$ cat src/rtl/status_reg_arbiter_if.sv
// status_reg_arbiter_if: requester, status-register-file and response bundle for status_reg_arbiter.
// Ports: master modport drives requests, halt and file responses; slave modport (the arbiter)
// drives grants, the registered file request and the per-requester responses.
interface status_reg_arbiter_if #(
  parameter int NUM_REQ = 2,
  parameter int REQ_ID_WIDTH = 1,
  parameter int WORD_WIDTH = 12,
  parameter int ADDR_WIDTH = 3
);
  logic i_halt;
  logic [NUM_REQ-1:0] i_req_valid;
  logic [NUM_REQ-1:0] i_req_wen;
  logic [NUM_REQ*ADDR_WIDTH-1:0] i_req_addr;
  logic [NUM_REQ*WORD_WIDTH-1:0] i_req_data;
  logic [NUM_REQ-1:0] o_req_ready;
  logic [REQ_ID_WIDTH-1:0] o_srf_tag;
  logic [ADDR_WIDTH-1:0] o_srf_addr;
  logic [WORD_WIDTH-1:0] o_srf_data;
  logic o_srf_wen;
  logic o_srf_valid;
  logic o_srf_halt;
  logic [REQ_ID_WIDTH-1:0] i_srf_tag;
  logic [WORD_WIDTH-1:0] i_srf_data;
  logic i_srf_valid;
  logic [NUM_REQ-1:0] o_rsp_valid;
  logic [WORD_WIDTH-1:0] o_rsp_data;
  logic [NUM_REQ-1:0] o_wr_ack;
  modport master (
    output i_halt, i_req_valid, i_req_wen, i_req_addr, i_req_data, i_srf_tag, i_srf_data, i_srf_valid,
    input o_req_ready, o_srf_tag, o_srf_addr, o_srf_data, o_srf_wen, o_srf_valid, o_srf_halt,
    input o_rsp_valid, o_rsp_data, o_wr_ack
  );
  modport slave (
    input i_halt, i_req_valid, i_req_wen, i_req_addr, i_req_data, i_srf_tag, i_srf_data, i_srf_valid,
    output o_req_ready, o_srf_tag, o_srf_addr, o_srf_data, o_srf_wen, o_srf_valid, o_srf_halt,
    output o_rsp_valid, o_rsp_data, o_wr_ack
  );
endinterface

$ cat src/rtl/status_reg_arbiter.sv
// status_reg_arbiter: round-robin sharing of one status register file between NUM_REQ requesters.
// Ports: clk, arst_n (synchronous, active-low), bus (status_reg_arbiter_if.slave: requests/grants,
// registered file request, file response, per-requester read data and write acks).
// Optional: define STATUS_ARB_STATS_EN to add o_conflict_cnt, a saturating count of contended cycles.
module status_reg_arbiter #(
  parameter int NUM_REQ = 2,
  parameter int REQ_ID_WIDTH = 1,
  parameter int WORD_WIDTH = 12,
  parameter int ADDR_WIDTH = 3
) (
  input logic clk,
  input logic arst_n,
  status_reg_arbiter_if.slave bus
`ifdef STATUS_ARB_STATS_EN
  ,
  output logic [15:0] o_conflict_cnt
`endif
);
  logic [REQ_ID_WIDTH-1:0] ptr;
  logic [REQ_ID_WIDTH-1:0] gid;
  logic [NUM_REQ-1:0] gnt;
  logic xfer;
  logic rd_inflight;
  logic wr_inflight;
  // Scan downward from the farthest offset so the nearest valid requester after ptr wins last.
  always_comb begin
    gnt = '0;
    gid = '0;
    for (int j = NUM_REQ - 1; j >= 0; j--)
      if (bus.i_req_valid[(int'(ptr) + j) % NUM_REQ]) begin
        gnt = NUM_REQ'(1) << ((int'(ptr) + j) % NUM_REQ);
        gid = REQ_ID_WIDTH'((int'(ptr) + j) % NUM_REQ);
      end
  end
  assign bus.o_req_ready = (arst_n && !bus.i_halt) ? gnt : '0;
  assign xfer = |bus.o_req_ready;
  assign bus.o_srf_halt = bus.i_halt;
  assign bus.o_rsp_data = bus.i_srf_data;
  always_ff @(posedge clk) begin
    if (!arst_n) begin
      bus.o_srf_valid <= 1'b0;
      bus.o_srf_tag <= '0;
      bus.o_srf_addr <= '0;
      bus.o_srf_data <= '0;
      bus.o_srf_wen <= 1'b0;
      ptr <= '0;
      rd_inflight <= 1'b0;
      wr_inflight <= 1'b0;
    end else if (!bus.i_halt) begin
      bus.o_srf_valid <= xfer;
      // The file's o_valid is sticky, so these flags mark the one cycle its output is fresh.
      rd_inflight <= bus.o_srf_valid & ~bus.o_srf_wen;
      wr_inflight <= bus.o_srf_valid & bus.o_srf_wen;
      if (xfer) begin
        bus.o_srf_tag <= gid;
        bus.o_srf_addr <= bus.i_req_addr[gid*ADDR_WIDTH +: ADDR_WIDTH];
        bus.o_srf_data <= bus.i_req_data[gid*WORD_WIDTH +: WORD_WIDTH];
        bus.o_srf_wen <= bus.i_req_wen[gid];
        ptr <= (gid == REQ_ID_WIDTH'(NUM_REQ - 1)) ? '0 : gid + 1'b1;
      end
    end
  end
  always_comb begin
    bus.o_rsp_valid = '0;
    bus.o_wr_ack = '0;
    for (int k = 0; k < NUM_REQ; k++) begin
      bus.o_rsp_valid[k] = rd_inflight & bus.i_srf_valid & (bus.i_srf_tag == REQ_ID_WIDTH'(k)) & ~bus.i_halt;
      bus.o_wr_ack[k] = wr_inflight & (bus.i_srf_tag == REQ_ID_WIDTH'(k)) & ~bus.i_halt;
    end
  end
`ifdef STATUS_ARB_STATS_EN
  always_ff @(posedge clk) begin
    if (!arst_n)
      o_conflict_cnt <= '0;
    else if (!bus.i_halt && $countones(bus.i_req_valid) >= 2 && o_conflict_cnt != 16'hFFFF)
      o_conflict_cnt <= o_conflict_cnt + 16'd1;
  end
`endif
endmodule

$ cat src/flat_wrapper.sv
// flat-port wrapper written by rule: the top's interface ports become plain ports
module status_reg_arbiter_flat 
#(
  parameter int NUM_REQ = 2,
  parameter int REQ_ID_WIDTH = 1,
  parameter int WORD_WIDTH = 12,
  parameter int ADDR_WIDTH = 3
)
  (clk, arst_n, bus_i_halt, bus_i_req_valid, bus_i_req_wen, bus_i_req_addr, bus_i_req_data, bus_i_srf_tag, bus_i_srf_data, bus_i_srf_valid, bus_o_req_ready, bus_o_srf_tag, bus_o_srf_addr, bus_o_srf_data, bus_o_srf_wen, bus_o_srf_valid, bus_o_srf_halt, bus_o_rsp_valid, bus_o_rsp_data, bus_o_wr_ack);
  status_reg_arbiter_if #(.NUM_REQ(NUM_REQ), .REQ_ID_WIDTH(REQ_ID_WIDTH), .WORD_WIDTH(WORD_WIDTH), .ADDR_WIDTH(ADDR_WIDTH)) bus_i ();
  input logic clk;
  input logic arst_n;
  input wire logic [$bits(bus_i.i_halt)-1:0] bus_i_halt;
  input wire logic [$bits(bus_i.i_req_valid)-1:0] bus_i_req_valid;
  input wire logic [$bits(bus_i.i_req_wen)-1:0] bus_i_req_wen;
  input wire logic [$bits(bus_i.i_req_addr)-1:0] bus_i_req_addr;
  input wire logic [$bits(bus_i.i_req_data)-1:0] bus_i_req_data;
  input wire logic [$bits(bus_i.i_srf_tag)-1:0] bus_i_srf_tag;
  input wire logic [$bits(bus_i.i_srf_data)-1:0] bus_i_srf_data;
  input wire logic [$bits(bus_i.i_srf_valid)-1:0] bus_i_srf_valid;
  output wire logic [$bits(bus_i.o_req_ready)-1:0] bus_o_req_ready;
  output wire logic [$bits(bus_i.o_srf_tag)-1:0] bus_o_srf_tag;
  output wire logic [$bits(bus_i.o_srf_addr)-1:0] bus_o_srf_addr;
  output wire logic [$bits(bus_i.o_srf_data)-1:0] bus_o_srf_data;
  output wire logic [$bits(bus_i.o_srf_wen)-1:0] bus_o_srf_wen;
  output wire logic [$bits(bus_i.o_srf_valid)-1:0] bus_o_srf_valid;
  output wire logic [$bits(bus_i.o_srf_halt)-1:0] bus_o_srf_halt;
  output wire logic [$bits(bus_i.o_rsp_valid)-1:0] bus_o_rsp_valid;
  output wire logic [$bits(bus_i.o_rsp_data)-1:0] bus_o_rsp_data;
  output wire logic [$bits(bus_i.o_wr_ack)-1:0] bus_o_wr_ack;
  assign bus_i.i_halt = bus_i_halt;
  assign bus_i.i_req_valid = bus_i_req_valid;
  assign bus_i.i_req_wen = bus_i_req_wen;
  assign bus_i.i_req_addr = bus_i_req_addr;
  assign bus_i.i_req_data = bus_i_req_data;
  assign bus_i.i_srf_tag = bus_i_srf_tag;
  assign bus_i.i_srf_data = bus_i_srf_data;
  assign bus_i.i_srf_valid = bus_i_srf_valid;
  assign bus_o_req_ready = bus_i.o_req_ready;
  assign bus_o_srf_tag = bus_i.o_srf_tag;
  assign bus_o_srf_addr = bus_i.o_srf_addr;
  assign bus_o_srf_data = bus_i.o_srf_data;
  assign bus_o_srf_wen = bus_i.o_srf_wen;
  assign bus_o_srf_valid = bus_i.o_srf_valid;
  assign bus_o_srf_halt = bus_i.o_srf_halt;
  assign bus_o_rsp_valid = bus_i.o_rsp_valid;
  assign bus_o_rsp_data = bus_i.o_rsp_data;
  assign bus_o_wr_ack = bus_i.o_wr_ack;
  status_reg_arbiter #(.NUM_REQ(NUM_REQ), .REQ_ID_WIDTH(REQ_ID_WIDTH), .WORD_WIDTH(WORD_WIDTH), .ADDR_WIDTH(ADDR_WIDTH)) u_core (.clk(clk), .arst_n(arst_n), .bus(bus_i));
endmodule
$ cat config.mk
export PLATFORM = sky130hd
export DESIGN_NAME = status_reg_arbiter_flat
export DESIGN_NICKNAME = d
export VERILOG_FILES = /design/src/rtl/status_reg_arbiter_if.sv /design/src/rtl/status_reg_arbiter.sv /design/src/flat_wrapper.sv
export SDC_FILE = /design/constraint.sdc
export NUM_CORES = 1
export LEC_CHECK = 0
export ABC_AREA = 1
export CAP_MARGIN = 20
export CORE_MARGIN = 8
export CORE_UTILIZATION = 37
export CTS_CLUSTER_SIZE = 24
export DETAILED_ROUTE_END_ITERATION = 16
export PLACE_DENSITY = 0.82
export SKIP_LAST_GASP = 1
export SYNTH_ARGS = -nofsm -noshare
export SYNTH_HDL_FRONTEND = slang
export SYNTH_SLANG_ARGS = --single-unit
$ cat constraint.sdc
create_clock -name clk -period 3.4 [get_ports clk]
set_input_delay 0.85 -clock clk [delete_from_list [all_inputs] [get_ports clk]]
set_output_delay 0.85 -clock clk [all_outputs]
set_load 0.01 [all_outputs]
Word-level counts from Yosys, hierarchy flattened
Index checks and enable logic that the tools add are counted.
Widths: inputs -> output; s select.
Cells by class
  multiply operators: 2
  mux-type cells: 13
  $lt $le $gt $ge: 3
  shifts and indexed selects: 4
  $add $sub $neg: 2
  bitwise operators: 15
  reduce and logical (&&, ||, !) cells: 4
Operator list (count)
  $shl 1x32->2 const A: 1
  $shiftx 24x6->12: 1
  $and 1x1->1: 11
  $mux 1: 10
  $mul 1x2->3 const B: 2
  $mux 2: 3
  $shiftx 6x4->3: 1
  $lt 1x2->1 const B: 2
  $lt 2x3->1 const B: 1
  $not 1->1: 3
  $add 1x1->1 const B: 2
  $reduce_and 2->1: 1
  $reduce_or 2->1: 1
  $shl 1x1->2 const A: 1
  $and 1x1->1 const A: 1
  $logic_and 1x1->1: 1
  $logic_not 1->1: 1
Word-level totals
  register bits: 21
  input port bits: 51
  word-level logic and storage cells: 51

Longest topological paths before layout
  depth in word-level cells: 10
  depth in mapped cells: 9
  mapped depth without buffers: 9

Worst setup path before layout
No wires, ideal clock.
  path type: input port to output port
  from: input port arst_n
  to: output port bus_o_req_ready[1]
  path buffers: 3
  arrival time: 1.565 ns
  slack: 0.985 ns
  cell stages on the path: 7
  required time: 2.550 ns
  cells stage by stage: buf_4 inv_2 nor2_2 nand2_2 buf_6 buf_6 inv_1
On the way
  longest elaborated chain between the ends: 2
Ends and longest elaborated chain
  start: declaration: line flat_wrapper.sv:12  | input logic arst_n;
  $logic_and 1x1->1: line status_reg_arbiter.sv:35  | assign bus.o_req_ready = (arst_n && !bus.i_halt) ? gnt : '0;
  $mux 2: line status_reg_arbiter.sv:35
  end: declaration: line flat_wrapper.sv:21  | output wire logic [$bits(bus_i.o_req_ready)-1:0] bus_o_req_ready;
No other way between the ends.

Worst setup path after layout
  from: input port bus_i_halt
  to: output port bus_o_rsp_valid[0]
On the way
  longest elaborated chain between the ends: 2
Ends and longest elaborated chain
  start: declaration: line flat_wrapper.sv:13  | input wire logic [$bits(bus_i.i_halt)-1:0] bus_i_halt;
  $not 1->1: line status_reg_arbiter.sv:67  | bus.o_rsp_valid[k] = rd_inflight & bus.i_srf_valid & (bus.i_srf_tag == REQ_ID_WIDTH'(k)) & ~bus.i_halt;
  $and 1x1->1: line status_reg_arbiter.sv:67
  end: declaration: line flat_wrapper.sv:28  | output wire logic [$bits(bus_i.o_rsp_valid)-1:0] bus_o_rsp_valid;
No other way between the ends.

==> impl_metrics.yaml <==
clock_tree:
  cts_num_sinks: 21
  cts_setup_buffers: 0
  cts_hold_buffers: 0
  tritoncts: "built"
  clk_pin_slew_ps: 120
  clkLatencyLatePin_ps: 300
  cts_buffers: 3
  max-clock-path-buffers: 2
  root_buffer: "clkbuf_4"
  post_cts_resized: 0
  htree_levels: 1
final_layout:
  nets: 288
  fill_cells: 335
  final_area_sq_um: 1830
  diodes: 0
  drive_gt1_frac: 0.0805
  multi_input_area_sq_um: 601
  layoutNonFillerInstCount: 282
  seqCellArea_sq_um: 420
  syn2layout_area_growth_pct: 48.1
floorplanning:
  dieHeight_microns: 73.8
  core_area_sq_um: 3280
  die_w_microns: 73.8
  rows: 21
  start_util: 0.376
  io_pins: 88
  dieArea_sq_um: 5450
pwr:
  ir_worst_vdd_uv: 131
  swShare: 0.286
  switchingPower_w: 0.000163
  clkPwrFrac: 0.211
  combPwrFrac: 0.314
  powerDensity_nw_per_um2: 312
  p_seq_frac: 0.475
  internal_power_w: 0.000407
  leakage_nw: 0.847
synth:
  synth_top_area_cell: "dfxtp_1"
  syn_inst: 185
  syn_area_sq_um: 1240
  synth_top_cell_area_share: 0.340
  syn_area_per_cell_sq_um: 6.68
  netlist_top_cells_area: "dfxtp_1 (34%), nand2_1 (16%), nand3_1 (9.3%), buf_4 (9.1%), nand3b_1 (7.9%)"
  synth_seq_area_share: 0.340
  yosys_warnings: 0
  ys_seq_elements: 21
  syn_nets: 236
  netlist-cell-type-count: 19
worst_hold_path:
  min_path_type: "reg -> reg"
  hold_end: "u_core.bus.o_srf_tag$_SDFFE_PN0P_"
  hold_path_startpoint: "u_core.bus.o_srf_tag$_SDFFE_PN0P_"
  hold_path_depth: 2
timing:
  rsz0062_at_grt: "no"
  fin_crit_sh: 0.953
  report.final.setup_viol: 0
  fin_crit_ps: 3240
  fin_setup_tns_ps: 0
  finalClockSkew_ps: 0.761
  maxSlewHeadroom: 0.786
  max_freq_mhz: 309
  finalHoldViolations: 0
  final_max_slew_viol_count: 0
  tightest_slew_ps: 321
route:
  routed_via_density: 4.63
  drc_errors: 0
  finalWirelength_mm: 3.71
  dr.first_iter.drc_count: 48
  ant_nets: 0
  wl_per_cell_microns: 13.2
  vias: 1306
  drt-pass1-iter-count: 4
placement:
  port_buffers: 63
  place_area_sq_um: 1800
  gp_congestion: 0.795
  placed_cells: 278
  hpwl_mm: 2.89
global_routing:
  antenna_found_initial: 0
  grt_pass1_vias: 1181
  overflow: 0
  track_usage: 0.138
  grt_max_degree: 20
  grt_pass1_wl_mm: 5.82
job:
  drv_cap: 0
worst_setup_path:
  cp-end-kind: "primary output"
  reg2reg_to: "u_core.bus.o_srf_valid$_SDFFE_PN0N_"
  critPathMaxFanout: 8
  worstPathArrival_ps: 2390
  cp-start-kind: "input port"
  required_ps: 2550
  r2r_cells: 8
  path_class: "in -> out"
  r2r_start: "u_core.ptr$_SDFFE_PN0P_"
  r2r_slack_ps: 1910
status:
  outcome: "finished clean"
-- sequential cells by signal, indices dropped and copies added, names as in the netlist --
register,flops
u_core.bus.o_srf_tag,1
u_core.rd_inflight,1
u_core.bus.o_srf_addr,3
u_core.bus.o_srf_data,12
u_core.ptr,1
u_core.wr_inflight,1
u_core.bus.o_srf_wen,1
u_core.bus.o_srf_valid,1
-- power groups by stage --
stage	clock (W)	combinational, W	sequential [W]
after CTS	0.000122	0.000182	0.000271
after global routing	0.000133	0.000198	0.000273
final	0.000121	0.000179	0.000271
after global placement	0	0.000178	0.000276
after floorplan	0	0.0000930	0.000284
after detailed placement	0	0.000180	0.000277
-- stage by stage --
| step | hold WS (ps) | setup WS, ps | total power (W) | util |
|---|---|---|---|---|
| 6_report | 478 | 160 | 0.000571 | 0.557 |
| 5_1_grt | 498 | 107 | 0.000605 | 0.557 |
| 4_1_cts | 482 | 161 | 0.000575 | 0.557 |
| 3_5_place_dp | 465 | 161 | 0.000457 | 0.549 |
| 3_3_place_gp | 452 | 240 | 0.000455 | 0.549 |
| 2_1_floorplan | 455 | 985 | 0.000377 | - |
-- layout by cell type (no fill, tap or decap), types with 4 or more instances in the layout --
| master | count |
|---|---|
| nand2_2 | 4 |
| a21oi_1 | 4 |
| nand3_1 | 23 |
| dfxtp_1 | 21 |
| nand3b_1 | 13 |
| clkdlybuf4s50_1 | 63 |
| inv_1 | 8 |
| nand2_1 | 54 |
| buf_4 | 7 |
| nor2_1 | 24 |
-- critical path: stages --
cell and delay (ps):
clkdlybuf4s50_1 570, nor4_1 370, clkdlybuf4s50_1 600
-- area by class of cell --
class	count	share of cell area
Inverter	11	0.0226
Clock inverter	1	0.00273
Clock buffer	3	0.0123
Timing Repair Buffer	70	0.373
Tap cell	46	0.0314
Multi-Input combinational cell	130	0.328
Sequential cell	21	0.230
-- layer usage --
metal | part of all wire | wire (microns) | track usage
met5 | 0 | 0 | 0
met3 | 0.061 | 225 | 0.0314
met4 | 0.014 | 51 | 0.0621
met2 | 0.52 | 1920 | 0.241
met1 | 0.41 | 1510 | 0.154
-- how the worst max path moves through the flow --
stage                from                 end  slack, ps  cells after the start
2_1_floorplan      arst_n  bus_o_req_ready[1]        990                      7
3_3_place_gp   bus_i_halt  bus_o_rsp_valid[0]        240                      3
3_5_place_dp   bus_i_halt  bus_o_rsp_valid[0]        160                      3
4_1_cts        bus_i_halt  bus_o_rsp_valid[0]        160                      3
5_1_grt        bus_i_halt  bus_o_rsp_valid[0]        110                      3
6_report       bus_i_halt  bus_o_rsp_valid[0]        160                      3
-- cell usage after synthesis (all sizes together) --
cell	count
nor4	2
nand2	58
nand3b	13
nor3	2
inv	11
nand3	23
buf	21
nand4	1
o31ai	2
dfxtp	21
a21oi	4
clkbuf	2
nor2	25
-- logic make-up after synthesis --
kind of cell    after synthesis  synth area share
compound gates                6            0.0283
buf+inv                      34             0.174
simple gates                124             0.457
flops                        21             0.340
No activity file was read; power rests on OpenSTA's default activity.
